$ cat src/rtl/id_ex_stage.sv
// ID/EX pipeline register: captures decoded operands with write-back bypass,
// detects load-use hazards combinationally and counts inserted bubbles.
module id_ex_stage #(
   parameter int XLEN = 64,
   parameter int CNTW = 16
) (
   input  logic            clk,
   input  logic            reset,
   input  logic            id_valid,
   input  logic            stall,
   input  logic            flush,
   input  logic [4:0]      rs1,
   input  logic [4:0]      rs2,
   input  logic [4:0]      rd,
   input  logic [XLEN-1:0] readdata1,
   input  logic [XLEN-1:0] readdata2,
   input  logic [XLEN-1:0] imm,
   input  logic [7:0]      ctrl_in,
   input  logic            wb_reg_write,
   input  logic [4:0]      wb_rd,
   input  logic [XLEN-1:0] wb_data,
   output logic            ex_valid,
   output logic [4:0]      ex_rs1,
   output logic [4:0]      ex_rs2,
   output logic [4:0]      ex_rd,
   output logic [XLEN-1:0] ex_data1,
   output logic [XLEN-1:0] ex_data2,
   output logic [XLEN-1:0] ex_imm,
   output logic [7:0]      ex_ctrl,
   output logic            hazard_stall,
   output logic [CNTW-1:0] bubble_count
);

   localparam logic [CNTW-1:0] CNT_MAX = '1;

   logic            load_use;
   logic            insert_bubble;
   logic [XLEN-1:0] op1;
   logic [XLEN-1:0] op2;

   // A load in EX whose destination feeds the instruction in decode.
   assign load_use = ex_valid && ex_ctrl[1] && (ex_rd != 5'd0) && id_valid &&
                     ((ex_rd == rs1) || (ex_rd == rs2));
   assign hazard_stall  = load_use;
   assign insert_bubble = flush || load_use;

   // x0 reads as zero; a same-cycle register-file write wins over the stale read.
   assign op1 = (rs1 == 5'd0)                     ? '0      :
                (wb_reg_write && (wb_rd == rs1))  ? wb_data : readdata1;
   assign op2 = (rs2 == 5'd0)                     ? '0      :
                (wb_reg_write && (wb_rd == rs2))  ? wb_data : readdata2;

   // NOTE: non-blocking assignments so every register samples pre-edge values.
   always_ff @(posedge clk) begin
      if (reset) begin
         ex_valid     <= 1'b0;
         ex_rs1       <= '0;
         ex_rs2       <= '0;
         ex_rd        <= '0;
         ex_data1     <= '0;
         ex_data2     <= '0;
         ex_imm       <= '0;
         ex_ctrl      <= '0;
         bubble_count <= '0;
      end else if (!stall) begin
         if (insert_bubble) begin
            ex_valid <= 1'b0;
            ex_rs1   <= '0;
            ex_rs2   <= '0;
            ex_rd    <= '0;
            ex_data1 <= '0;
            ex_data2 <= '0;
            ex_imm   <= '0;
            ex_ctrl  <= '0;
            if (id_valid && (bubble_count != CNT_MAX))
               bubble_count <= bubble_count + 1'b1;
         end else begin
            ex_valid <= id_valid;
            ex_rs1   <= rs1;
            ex_rs2   <= rs2;
            ex_rd    <= rd;
            ex_data1 <= op1;
            ex_data2 <= op2;
            ex_imm   <= imm;
            ex_ctrl  <= id_valid ? ctrl_in : 8'h00;
         end
      end
   end

endmodule
$ cat config.mk
export PLATFORM = sky130hd
export DESIGN_NAME = id_ex_stage
export DESIGN_NICKNAME = d
export VERILOG_FILES = /design/src/rtl/id_ex_stage.sv
export SDC_FILE = /design/constraint.sdc
export NUM_CORES = 1
export LEC_CHECK = 0
export ABC_AREA = 1
export CAP_MARGIN = 40
export CORE_AREA = 5 5 200 202
export CTS_CLUSTER_DIAMETER = 30
export DETAILED_ROUTE_END_ITERATION = 7
export DIE_AREA = 0 0 205 207
export GPL_TIMING_DRIVEN = 1
export HOLD_SLACK_MARGIN = 0.03
export PLACE_DENSITY_LB_ADDON = 0.05
export SLEW_MARGIN = 20
export SYNTH_ARGS = -nofsm -noshare
export SYNTH_HDL_FRONTEND = slang
export SYNTH_SLANG_ARGS = --single-unit
$ cat constraint.sdc
create_clock -name clk -period 4.3 [get_ports clk]
set_input_delay 1.29 -clock clk [delete_from_list [all_inputs] [get_ports clk]]
set_output_delay 1.29 -clock clk [all_outputs]
set_load 0.05 [all_outputs]
==> results of run 1 <==
## cells in the final DEF, fill, tap and decap left out, drive strengths merged
master and count:
nand2 522, clkdlybuf4s50 519, nor2 444, inv 381, dfxtp 232, nand3 152, nand4 150, clkbuf 104
a21oi 90, buf 29, clkinv 13, bufinv 7, clkinvlp 5, o21ai 4, diode 3, xnor2 2
o22ai 2, nor3 2, nand3b 1, ha 1
## layer usage
layer	share of wire [%]	track usage [%]	up-vias
li1	-	-	7467
met5	0.12	0	-
met4	2.7	8.270	8
met1	41	30.49	6788
met3	9.6	8.805	90
met2	47	41.86	566
## through the flow
stage | total power (W) | cells | hold WS, ns
floorplan | 0.003066 | 2127 | 0.6857
global placement | 0.003665 | 3046 | 0.4514
detailed placement | 0.003670 | 3047 | 0.4547
CTS | 0.008999 | 3178 | 0.4615
global route | 0.009227 | 3181 | 0.4734
finish | 0.008898 | 3181 | 0.4601
## flip-flops by register name, indices dropped and copies added (netlist names)
signal	flops
bubble_count	16
ex_ctrl	8
ex_data1	64
ex_data2	64
ex_imm	64
ex_rd	5
ex_rs1	5
ex_rs2	5
ex_valid	1
## how the worst max path moves through the flow
| stage | start | to | slack, ns | depth (start not counted) |
|---|---|---|---|---|
| 4_1_cts | rs2[4] | hazard_stall | 0.31 | 10 |
| 3_3_place_gp | rs2[4] | hazard_stall | 0.33 | 10 |
| 3_5_place_dp | rs2[4] | hazard_stall | 0.32 | 10 |
| 6_report | rs2[1] | hazard_stall | 0.31 | 10 |
| 5_1_grt | rs1[3] | hazard_stall | 0.18 | 10 |
| 2_1_floorplan | rs2[1] | hazard_stall | 0.97 | 8 |
## cell type report
| class | instances | area, um^2 |
|---|---|---|
| clock buffer | 104 | 2096 |
| fill | 3799 | 17400 |
| sequential | 232 | 4644 |
| antenna | 3 | 7.507 |
| timing repair buffer | 548 | 5570 |
| inverter | 379 | 1423 |
| tap | 518 | 648.1 |
| clock inverter | 27 | 345.3 |
| multi-input combinational | 1370 | 5976 |
## logic make-up (layout without fill, tap and decap cells)
family	count (synthesis)	in the layout	share of synthesized area [%]
AND/OR/NAND/NOR	1271	1271	42.20
buffers and inverters	525	1058	17.40
flip-flops	232	232	36.37
AO/OA/AOI/OAI	96	96	3.782
XOR/XNOR	2	2	0.1372
adder cells (fa/ha/maj)	1	1	0.09798
other	0	3	0
## power breakdown
group / internal, W / leakage, nW / switching [W]
sequential: 0.00224 / 1.89 / 0.0000464
clock: 0.00376 / 1.19 / 0.00150
combinational: 0.000521 / 6.85 / 0.000824
## worst register-to-register path: stages, from the launching register on
cell     delay, ns
dfxtp_1       0.51
nor2_1        0.09
nor2_1        0.11
nor2_1        0.05
nand3_1       0.06
nand2_1       0.08
nand2_2       0.12
nand2_8       0.19
nor2_8        0.34
buf_12        0.32
nand2_1       0.15
a21oi_1       0.14
==> run summary, run 1 <==
The run finished with clean final reports. The logs give 73 for the CTS buffer count and 0.56 ns for the clock insertion delay at the later pin of the skew report. The slack of the worst reg-to-reg path came out at 2.06 ns. The endpoint identified for the worst register-to-register timing path is ex_imm[46]. The congestion estimate from routability-driven global placement came to 0.8521.

Yosys attributes the largest share of cell area to dfxtp_1 (36%), nand2_1 (15%), nor2_1 (13%). Measured on the finished design, the core utilization comes to 54.35%. The fraction of the yosys area taken by sequential cells was 36.37%. The number of I/O port buffers works out to 522.

For the worst-case clock buffer depth, the log shows 3. 523 I/O pins were placed. After detailed routing, the number of remaining DRC violations is 0. The number of antenna violations at the first check in global routing was 7. Summed over all failing endpoints, the final setup total negative slack is 0 ns. Highest attainable clock frequency: 250.7 MHz. The signed area change from the synthesized netlist to the final layout was 62.20%. Once the clock tree was built, the setup fixing pass inserted 0 buffers.

The number of global-route vias before repair was 14,408; the final clock period utilization by the worst path was 92.75%. The cell with the most instances after synthesis was nand2_1. The portion of synthesized cell area occupied by the leading cell type is 36.37%, and the core box area is 0.03811 mm^2.

For hold timing, the worst endpoint is ex_imm[27]. After synthesis, the share of flip-flops with an asynchronous set or reset is 0%. The run gives 0 as the number of buffers inserted for hold repair after clock tree synthesis. The die outline width is 205 um. After the first detailed-routing iteration, the DRC count stood at 841.

Setup repair after global routing left no endpoint under its margin. In the final layout, the share of cells above drive strength 1 is 5.977%. Data on the critical path is required at its endpoint by 3.01 ns. The startpoint identified for the worst hold timing path is ex_imm[27].

The cell repeated most along the worst path is nand2_1. The tools report the area of the mapped netlist as 0.01277 mm^2. Highest net fanout along the worst path: 4. The finished cells cover 0.02071 mm^2. The data arrival time of the critical path is 2.70 ns, and the setup slack at placement is 0.3173 ns.

The wire length reported by the detailed router was 56,090 um. The worst setup path is launched from a primary input. The count of H-tree levels built during CTS was 3; the mean area per synthesized cell was 6.003 um^2. Critical-path cell with the highest stage delay: clkdlybuf4s50_1. The worst hold path was traced through 2 stages. The run gives 0 as the number of routed nets with antenna violations.

The critical path's largest stage delay came out at 0.53 ns. On the critical path the largest part of the delay comes from buffers and inverters. The first TritonRoute pass finished after 5 iterations. The number of different library cells used by synthesis comes to 24. The post-placement cell area is 0.01826 mm^2.

Together, buffers and inverters on the worst path number 4. The total number of vias is 14,919, and the clock transition time at the flip-flop clock pins of the worst setup and hold paths is 0.04 ns. The tools report the worst-case headroom to the max-slew limit as 38.92%.

The synthesized design contains 232 register bits. The y dimension of the die came out at 207 um. The largest total area in the synthesized netlist belongs to dfxtp_1. Summed over all nets, the half-perimeter wirelength after detailed placement is 38,730 um. The cell at the root of the clock tree is clkbuf_16. The tools report the critical path endpoint category as an output pin.

Across the VDD grid, the largest voltage drop is 264.6 uV. Traced cell by cell, the critical path runs through clkdlybuf4s50_1, inv_1, nand2_1, nand2_1, nor2_1, nand3_1, nand2_1, nand2_2, inv_1, buf_12. Leakage power: 9.922 nW.

In the synthesized netlist the dominant register cell turns out to be dfxtp_1. The pin slew with the least headroom to its limit works out to 0.9162 ns. Using the TritonRoute via totals, the vias-per-cell ratio works out to 4.690. The total of warnings raised by yosys came out at 0.

The tools report the first-pass GRT wire length as 85,200 um. The worst reg2reg path depth works out to 11. Final max-slew violation count: 0. The count of final setup violators is 0.

For this configuration, the core starts out at a cell density of 33.51%. After technology mapping, the gate count stands at 2,127. Once routing completed, OpenROAD measured the worst setup slack at 0.3118 ns.

The tools report the count of cells resized by post-cts repair as 0. The setup path with the least slack is of type primary input to output pin. The logs give 0 for the count of final hold-check violations and 232 for the sink count of the clock tree. Counting flops with a built-in enable in the synthesized netlist gives 0. Entering global routing, the biggest net connects 142 pins. Floorplan row count: 72. TritonCTS built the clock tree. Number of nets in the synthesized netlist: 2,418. Global routing used 25.21% of the available tracks. The worst path in the final design needs a cycle of 3.988 ns, including I/O delays and setup. For this design the ratio of total power to cell area is 429.7 mW/mm^2. The number of max-cap violations was 0; the worst clock skew was 0.02025 ns. Sorting the synthesized cells by how often they occur yields nand2_1 (520), nor2_1 (443), inv_1 (372). The die covers 0.04244 mm^2. Final routed wire length divided by cell count: 17.63 um.

For this run, the post-layout net count is 2,895. The source of the worst register-to-register timing path was ex_rd[0]. The worst hold path belongs to the class flip-flop to flip-flop.

The global-route congestion overflow total was 0.
Power figures use the tool's default switching activity.
==> run 2, diff against run 1 <==
- HOLD_SLACK_MARGIN: 0.03 -> default
==> results of run 2 <==
Same layout as run 1: the final DEF is identical, and so are final timing and power.
